<file path="src/rtl/demux_1to2_8bits_buf.sv">
// Buffered 1-to-2 byte demultiplexer: one producer steers bytes into two
// independent FIFOs, each draining to its own consumer with a delivery counter.
module demux_1to2_8bits_buf #(
  parameter int DEPTH = 2
) (
  input  logic       clk,
  input  logic       rst,
  input  logic [7:0] in_data,
  input  logic       in_sel,
  input  logic       in_valid,
  output logic       in_ready,
  output logic [7:0] out0_data,
  output logic       out0_valid,
  input  logic       out0_ready,
  output logic [7:0] out1_data,
  output logic       out1_valid,
  input  logic       out1_ready,
  output logic [7:0] count0,
  output logic [7:0] count1
);

  localparam int PTR_W = $clog2(DEPTH);
  localparam int OCC_W = $clog2(DEPTH + 1);

  logic [1:0] w_full;
  logic [1:0] w_valid;
  logic [1:0] w_push;
  logic [1:0] w_pop;
  logic [1:0] w_consReady;
  logic       w_accept;
  logic [7:0] w_head  [2];
  logic [7:0] w_count [2];

  // Readiness looks only at the addressed FIFO; a pop on the same edge does
  // not open a slot until the following cycle, so there is no bypass path.
  assign in_ready    = ~rst & ~(in_sel ? w_full[1] : w_full[0]);
  assign w_accept    = in_valid & in_ready;
  assign w_push[0]   = w_accept & ~in_sel;
  assign w_push[1]   = w_accept & in_sel;
  assign w_consReady = {out1_ready, out0_ready};
  assign w_pop       = w_valid & w_consReady;

  for (genvar g = 0; g < 2; g++) begin : g_fifo
    logic [7:0]       r_mem [DEPTH];
    logic [PTR_W-1:0] r_wrPtr;
    logic [PTR_W-1:0] r_rdPtr;
    logic [OCC_W-1:0] r_occ;
    logic [7:0]       r_count;

    assign w_full[g]  = (r_occ == OCC_W'(DEPTH));
    assign w_valid[g] = (r_occ != '0);
    assign w_head[g]  = w_valid[g] ? r_mem[r_rdPtr] : 8'h00;
    assign w_count[g] = r_count;

    always_ff @(posedge clk) begin
      if (w_push[g]) begin
        r_mem[r_wrPtr] <= in_data;
      end
    end

    // Pointers wrap naturally because DEPTH is a power of two; occupancy is
    // what tells full from empty when the pointers coincide.
    always_ff @(posedge clk or posedge rst) begin
      if (rst) begin
        r_wrPtr <= '0;
        r_rdPtr <= '0;
        r_occ   <= '0;
        r_count <= 8'h00;
      end else begin
        if (w_push[g]) begin
          r_wrPtr <= r_wrPtr + PTR_W'(1);
        end
        if (w_pop[g]) begin
          r_rdPtr <= r_rdPtr + PTR_W'(1);
          r_count <= r_count + 8'd1;
        end
        case ({w_push[g], w_pop[g]})
          2'b10:   r_occ <= r_occ + OCC_W'(1);
          2'b01:   r_occ <= r_occ - OCC_W'(1);
          default: r_occ <= r_occ;
        endcase
      end
    end
  end

  assign out0_valid = w_valid[0];
  assign out1_valid = w_valid[1];
  assign out0_data  = w_head[0];
  assign out1_data  = w_head[1];
  assign count0     = w_count[0];
  assign count1     = w_count[1];

endmodule
</file>
<file path="config.mk">
export PLATFORM = sky130hd
export DESIGN_NAME = demux_1to2_8bits_buf
export DESIGN_NICKNAME = d
export VERILOG_FILES = /design/src/rtl/demux_1to2_8bits_buf.sv
export SDC_FILE = /design/constraint.sdc
export NUM_CORES = 1
export LEC_CHECK = 0
export ABC_AREA = 1
export ABC_CLOCK_PERIOD_IN_PS = 3600
export CAP_MARGIN = 5
export CELL_PAD_IN_SITES_DETAIL_PLACEMENT = 2
export CELL_PAD_IN_SITES_GLOBAL_PLACEMENT = 2
export CORE_MARGIN = 2
export CORE_UTILIZATION = 35
export DETAILED_ROUTE_END_ITERATION = 16
export GPL_ROUTABILITY_DRIVEN = 1
export PLACE_DENSITY = 0.88
export REMOVE_ABC_BUFFERS = 1
export SYNTH_ARGS = -nofsm -noshare
export SYNTH_HDL_FRONTEND = slang
export SYNTH_SLANG_ARGS = --single-unit
</file>
<file path="constraint.sdc">
create_clock -name clk -period 3.6 [get_ports clk]
set_clock_uncertainty 0.1 [all_clocks]
set_input_delay 0.36 -clock clk [delete_from_list [all_inputs] [get_ports clk]]
set_output_delay 0.36 -clock clk [all_outputs]
set_load 0.02 [all_outputs]
</file>
==> impl_metrics.ini, run 1 <==
[yosys]
synth_compound_area_share_pct = 4.481
yosysUniqueCellTypes = 21
synth_cells = 231
ys_seq_area_share_pct = 63.54
yosys_warnings = 0
synth_top_family_by_area = simple AND/OR/NAND/NOR gates
synth_mux_area_share_pct = 0.4582
netlist_area_um2 = 2457
synth_fa_ha_area_share_pct = 2.037
syn_avg_cell_area_um2 = 10.64
synth_top_area_share_pct = 39.10
synth.top_cells.by_area = edfxtp_1 39%, dfrtp_1 24%, nand2_1 11%
ys_seq_elements = 56
yosys.area.top_type = edfxtp_1
synth-simple-area-share_pct = 19.40
synth_xor_area_share_pct = 5.346

[final_layout]
n_fill_cell = 705
nets = 303
drive_gt1_share_pct = 6.294
stdcell_count = 382
syn_to_final_growth_pct = 28.06
antenna_cells = 0

[sta]
max_freq_mhz = 405.4
setup_ws_ns = 1.133
min_period_ns = 2.467
slew_viol_final = 0
whs_ns = 0.3476
fin_tns_setup_ns = 0
post-route-period-util_pct = 68.52
tightest_slew_ns = 0.6441
finalHoldViolations = 0
relSlewSlack_pct = 56.90
rsz0062_at_grt = false
finalSetupViolCount = 0

[worst_setup_path]
regToRegStartpoint = g_fifo[1].r_occ[0]
cp_slowest_cell = clkdlybuf4s50_1
crit_start = in_sel
r2r-end = g_fifo[1].r_occ[1]
worstRegToRegCells = 9
path_cells = clkdlybuf4s50_1 -> inv_1 -> nand2_1 -> nor2_1 -> nor2_2 -> clkdlybuf4s50_1
cp.required_ns = 3.14
worstPathArrival_ns = 2.01
critPathCaptureType = output pin
cp_common_cell = clkdlybuf4s50_1
worst-path-max-fanout = 5
r2r_slack_ns = 1.58
crit_type = in -> out
start_kind = input port
slowest_delay_ns = 0.66

[placed_design]
gp_congestion = 0.7205
dp_slack_ns = 1.053
dp_hpwl_um = 4395
io_buffer_count = 48
dp_cells = 374

[routing]
wirelength_um = 5808
drc_errors = 0
wl_per_cell_um = 15.20
drtIter0Drc = 77
num_vias = 1761
vias_per_cell = 4.610
dr.pass1.iters = 4
antenna_left = 0

[pwr]
p_per_area_nw_per_um2 = 812.9
peakVddDrop_mv = 0.3514
power_uw = 2558
cellLeakagePower_uw = 0.001332

[clock_network]
cts_buffers = 5
htreeDepth = 2
postCtsSetupRepairBufs = 0
cts_hold_buf = 0
cts-resized-gates = 0
clock_sink_count = 56
clk_pin_slew_ns = 0.10
cts_max_path_buffers = 2
clk-insertion-delay-late_ns = 0.31
cts_tree = done
cts_root_buf = clkbuf_8

[floorplan]
core_um2 = 6794
initial_core_util_pct = 36.17
rows = 30
die_w_um = 87.79
io_pins = 49
dieHeight_um = 87.79
die_area_um2 = 7707

[global_route]
grt_pass1_vias = 1958
antenna_found_initial = 0
grt-ovfl-total = 0
grt_max_degree = 25
grt_usage_pct = 16.87
grt_pass1_wl_um = 9894

[run]
cap_viol_max_count = 0

[worst_hold_path]
worstHoldPathType = in -> async

[run_status]
outcome = finished clean
==> placed cells by master, fill, tap and decap left out <==
| cell | count |
|---|---|
| nand2_1 | 70 |
| clkdlybuf4s50_1 | 48 |
| edfxtp_1 | 32 |
| inv_1 | 28 |
| dfrtp_1 | 24 |
| a21oi_1 | 18 |
| nor2_1 | 10 |
| xor2_1 | 8 |
| nand3_1 | 8 |
| xnor2_1 | 7 |
| nand4_1 | 5 |
| clkbuf_8 | 5 |
| ha_1 | 4 |
| o21ai_0 | 3 |
| nor2_4 | 2 |
| nor2_8 | 2 |
| nand2_4 | 2 |
| nor2_2 | 2 |
| o21ai_1 | 1 |
| mux2_2 | 1 |
| nand3b_1 | 1 |
| inv_2 | 1 |
| clkinvlp_4 | 1 |
| clkinv_4 | 1 |
| clkbuf_1 | 1 |
| buf_4 | 1 |
==> final cells by class <==
cell class                      count  area [um^2]  area share (%)
Clock buffer                        6        72.57           2.306
Sequential cell                    56         1562           49.62
Clock inverter                      2        16.27          0.5169
Multi-Input combinational cell    144        779.5           24.77
Timing Repair Buffer               49        488.0           15.51
Inverter                           29        108.9           3.459
Tap cell                           96        120.1           3.817
==> cell families after synthesis <==
kind of cell	Yosys count
buf+inv	31
fa+ha+maj	4
simple gates	102
flops	56
compound gates	22
xor+xnor	15
mux	1
==> synthesized netlist by cell type, drive strengths merged <==
cell and instances:
nand2 72, a21oi 18, inv 29, edfxtp 32, nor2 16, nand4 5
xor2 8, mux2 1, dfrtp 24, xnor2 7, nand3 8, clkbuf 2
ha 4, nand3b 1, o21ai 4
==> metal layers <==
layer  wire length [um]  track usage, %
met1               2536           21.19
met2               3025           29.96
met3                177           2.922
met4                 69           4.615
met5                  0               0
==> stage by stage <==
step           instance area (um^2)  utilization [%]
2_1_floorplan                  2450                -
3_3_place_gp                   3058            45.01
3_5_place_dp                   3058            45.01
4_1_cts                        3147            46.32
5_1_grt                        3147            46.32
6_report                       3147            46.32
==> how the worst max path moves through the flow <==
stage,to,cells after the start,slack [ns]
2_1_floorplan,g_fifo[1].r_occ[1],8,1.21
3_3_place_gp,in_ready,6,1.23
3_5_place_dp,g_fifo[1].r_mem[1][7],7,1.05
4_1_cts,out0_data[7],4,1.10
5_1_grt,in_ready,6,0.98
6_report,in_ready,6,1.13
==> critical path, delay by kind of cell <==
kind,cells,cell delay [ns]
buffers and inverters,3,1.30
AND/OR/NAND/NOR,3,0.35
==> power by group <==
part	internal (uW)	switching [uW]
Sequential	829	186
Clock	139	206
Combinational	527	670
==> sequential cells by signal, summed over array words and instances (netlist names) <==
register and count:
g_fifo.r_mem 32, count0 8, count1 8, g_fifo.r_occ 4
g_fifo.r_rdPtr 2, g_fifo.r_wrPtr 2
No activity file was read; power rests on OpenSTA's default activity.
==> inputs of run 2 (changes only) <==
- ABC_CLOCK_PERIOD_IN_PS: 3600 -> 2000
- CORE_UTILIZATION: 35 -> 29
- PLACE_DENSITY: 0.88 -> 0.79
- clock period: 3.6 -> 2 ns (I/O delays scaled with it)
==> impl_metrics.ini, run 2 (synthesis results as in run 1) <==
[run_status]
outcome = finished clean

[clock_network]
cts_max_path_buffers = 2
cts_tree = done
cts_buffers = 5
htreeDepth = 2
clk_pin_slew_ns = 0.10
cts_root_buf = clkbuf_8
cts_hold_buf = 0
clk-insertion-delay-late_ns = 0.32
clock_sink_count = 56

[sta]
rsz0062_at_grt = false
relSlewSlack_pct = 76.97
post-route-period-util_pct = 94.74
max_freq_mhz = 527.8
finalHoldViolations = 0
fin_tns_setup_ns = 0
finalSetupViolCount = 0
slew_viol_final = 0
min_period_ns = 1.895
tightest_slew_ns = 0.3450

[worst_hold_path]
worstHoldPathType = in -> async

[placed_design]
dp_hpwl_um = 4755
io_buffer_count = 48
gp_congestion = 0.7281

[global_route]
grt_pass1_vias = 2022
grt_max_degree = 25
grt_pass1_wl_um = 10340
grt-ovfl-total = 0
grt_usage_pct = 14.99
antenna_found_initial = 0

[final_layout]
largest-register = g_fifo.r_mem
final_common_cell = nand2_1
n_fill_cell = 909
syn_to_final_growth_pct = 34.42
largest_reg_flops = 32
nets = 319
drive_gt1_share_pct = 13.91
antenna_cells = 0
final_cell_mix = 70 x nand2_1, 32 x edfxtp_1, 29 x clkdlybuf4s50_1, 26 x inv_1, 20 x dfrtp_1

[routing]
drtIter0Drc = 46
wirelength_um = 6278
wl_per_cell_um = 15.43
dr.pass1.iters = 4
drc_errors = 0
antenna_left = 0
num_vias = 1846
vias_per_cell = 4.536

[floorplan]
core_um2 = 8217
io_pins = 49
die_w_um = 96.05
die_area_um2 = 9226
dieHeight_um = 96.05
initial_core_util_pct = 29.91
rows = 33

[pwr]
peakVddDrop_mv = 0.5779
power_uw = 4703
cellLeakagePower_uw = 0.001474
p_per_area_nw_per_um2 = 1424

[worst_setup_path]
start_kind = flop
cp.required_ns = 1.70
crit_type = reg -> out
worst-path-max-fanout = 4
worstPathArrival_ns = 1.59
critPathCaptureType = output pin

[run]
cap_viol_max_count = 0
==> run 2: power breakdown <==
group | internal, uW | switching (uW)
Sequential | 1500 | 305
Clock | 249 | 383
Combinational | 981 | 1280
Total | 2730 | 1970
==> run 2: what timing repair did <==
item                                    4_1_cts  5_1_grt
pin swaps                                     2        1
endpoints found under the setup margin       19        3
endpoints found under the hold margin         0        0
resized for setup                            21        6
setup buffers                                 4        0
cloned                                        0        0
==> run 2: routing by layer <==
layer,vias up,share of wire (%),track usage [%]
met1,904,45,18.82
met5,-,0,0
met4,0,2.7,5.714
met2,47,48,25.23
met3,11,4.3,3.211
li1,884,-,-
==> run 2: final timing paths <==
kind	startpoint	to	slack (ns)	cells past startpoint
worst max register to register	g_fifo[1].r_occ[1]	g_fifo[1].r_occ[1]	0.21	8
min in group clk	in_sel	g_fifo[1].r_wrPtr	0.18	4
max in group asynchronous	rst	g_fifo[1].r_occ[0]	1.35	3
worst min register to register	g_fifo[1].r_wrPtr	g_fifo[1].r_wrPtr	0.38	2
worst min-delay path	rst	count0[4]	0.18	3
worst max-delay path	g_fifo[0].r_occ[1]	in_ready	0.11	5
==> run 2: cell type report <==
type | count | area, um^2 | share of cell area, %
Sequential cell | 56 | 1567 | 47.42
Tap cell | 105 | 131.4 | 3.977
Timing Repair Buffer | 65 | 616.8 | 18.67
Clock inverter | 3 | 21.27 | 0.6439
Clock buffer | 5 | 68.82 | 2.083
Inverter | 29 | 108.9 | 3.295
Multi-Input combinational cell | 144 | 789.5 | 23.90
==> run 2: metrics by stage <==
| stage | cells | instance area, um^2 | hold WS, ns | setup WS [ns] | util (%) |
|---|---|---|---|---|---|
| floorplan | 229 | 2450 | 0.1231 | -0.2277 | - |
| global placement | 395 | 3172 | 0.3553 | -0.1076 | 38.60 |
| detailed placement | 395 | 3172 | 0.3644 | -0.1825 | 38.60 |
| CTS | 407 | 3286 | 0.2094 | 0.01876 | 39.99 |
| global route | 407 | 3303 | 0.2266 | 0.02726 | 40.20 |
| finish | 407 | 3303 | 0.1829 | 0.1052 | 40.20 |
==> run 2: critical path: stages (launching register included) <==
cell and delay, ns:
dfrtp_2 0.43, nand2_1 0.08, nor2_1 0.23, nor2_4 0.07, buf_4 0.14, dlygate4sd2_1 0.32
==> inputs of run 3 (changes only) <==
- CORE_MARGIN: 2 -> not set
==> impl_metrics.ini, run 3 (synthesis results as in run 1) <==
[global_route]
grt-ovfl-total = 0
antenna_found_initial = 0
grt_max_degree = 25
grt_pass1_vias = 2022
grt_usage_pct = 15.53
grt_pass1_wl_um = 10230

[floorplan]
core_um2 = 8217
io_pins = 49
die_w_um = 94.05
die_area_um2 = 8845
dieHeight_um = 94.05
rows = 33
initial_core_util_pct = 29.91

[worst_setup_path]
worst-path-max-fanout = 10
regToRegStartpoint = g_fifo[1].r_occ[1]
r2r_slack_ns = 0.15
crit_type = reg -> out
slowest_delay_ns = 0.52
worstRegToRegCells = 8
cp.required_ns = 1.70
start_kind = flop
worstPathArrival_ns = 1.63
path_cells = nor2_4 -> buf_12 -> inv_1 -> clkdlybuf4s50_1
critPathCaptureType = output pin
cp_slowest_cell = clkdlybuf4s50_1
r2r-end = g_fifo[1].r_occ[1]

[clock_network]
cts_tree = done
cts_root_buf = clkbuf_8
clock_sink_count = 56
htreeDepth = 2
cts_max_path_buffers = 2
clk_pin_slew_ns = 0.10
clk-insertion-delay-late_ns = 0.31
cts_buffers = 5

[sta]
post-route-period-util_pct = 96.38
max_freq_mhz = 518.8
whs_ns = 0.1829
tightest_slew_ns = 0.3598
finalHoldViolations = 0
relSlewSlack_pct = 75.99
finalSetupViolCount = 0
slew_viol_final = 0
min_period_ns = 1.928
rsz0062_at_grt = false

[final_layout]
syn_to_final_growth_pct = 34.16
fin_area_um2 = 3297
antenna_cells = 0
utilization_pct = 40.12
final_common_cell = nand2_1
largest-register = g_fifo.r_mem
final_cell_mix = 70 x nand2_1, 32 x edfxtp_1, 31 x clkdlybuf4s50_1, 26 x inv_1, 21 x dfrtp_1
stdcell_count = 407
nets = 319
largest_reg_flops = 32
drive_gt1_share_pct = 13.25

[routing]
vias_per_cell = 4.541
route.met2.wl_um = 3205
top_layer_used = met4
wl_per_cell_um = 15.19
antenna_left = 0
dr.pass1.iters = 5
wl_met3_um = 207
num_vias = 1848
met1_length_um = 2632
wirelength_um = 6184
drtIter0Drc = 62
drc_errors = 0

[placed_design]
gp_congestion = 0.7055
dp_hpwl_um = 4605
dp_cells = 396
io_buffer_count = 48
place_area_um2 = 3167

[pwr]
p_per_area_nw_per_um2 = 1428
peakVddDrop_mv = 0.5407
cellLeakagePower_uw = 0.001474
power_uw = 4709

[run_status]
outcome = finished clean

[run]
cap_viol_max_count = 0

[worst_hold_path]
worstHoldPathType = in -> async
[run 3: cell count changes in the layout (fill, tap and decap cells not counted), sizes merged]
cell and change:
dlymetal6s2s -1, dlygate4sd2 -1, clkinvlp -1, clkinv +1, clkdlybuf4s50 +2
[run 3: how the worst max path moves through the flow]
stage | to | start | slack [ns]
2_1_floorplan | g_fifo[1].r_occ[1] | rst | -0.23
3_3_place_gp | in_ready | in_sel | -0.09
3_5_place_dp | g_fifo[0].r_occ[1] | in_sel | -0.19
4_1_cts | out1_data[0] | g_fifo[1].r_rdPtr | 0.003
5_1_grt | out0_valid | g_fifo[0].r_occ[0] | 0.00003
6_report | out0_valid | g_fifo[0].r_occ[0] | 0.07
[run 3: layout make-up]
| class | instances | area, um^2 |
|---|---|---|
| well taps | 105 | 131.4 |
| clock inverters | 3 | 22.52 |
| flip-flops and latches | 56 | 1565 |
| repair buffers | 65 | 615.6 |
| inverters | 29 | 108.9 |
| fillers | 899 | 4920 |
| clock buffers | 5 | 68.82 |
| multi-input cells | 144 | 784.5 |
[run 3: repair_timing]
item                                    in CTS  in global routing
resized for setup                           21                  2
endpoints found under the setup margin      19                  4
pin swaps                                    2                  0
setup buffers                                3                  0
hold buffers                                 0                  0
[run 3: report_power, final]
group          switching [uW]  internal, uW
Clock                     379           252
Sequential                290          1500
Combinational            1290          1000
Total                    1960          2750
[run 3: critical path, delay by kind of cell (launching register included)]
family / cells / cell delay [ns]
flip-flops: 1 / 0.47
buffers and inverters: 3 / 0.71
AND/OR/NAND/NOR: 1 / 0.14
[run 3: per-layer routing]
| metal | vias to the layer above | track usage (%) |
|---|---|---|
| li1 | 885 | - |
| met1 | 913 | 18.34 |
| met2 | 43 | 28.04 |
| met3 | 7 | 2.832 |
| met4 | 0 | 5.385 |
| met5 | - | 0 |
[run 3: per-stage QoR]
| step | setup slack [ns] | TNS [ns] |
|---|---|---|
| after floorplan | -0.2277 | -3.760 |
| after global placement | -0.09363 | -0.2507 |
| after detailed placement | -0.1881 | -2.089 |
| after CTS | 0.002594 | 0 |
| after global routing | 0.00003209 | 0 |
| final | 0.07235 | 0 |
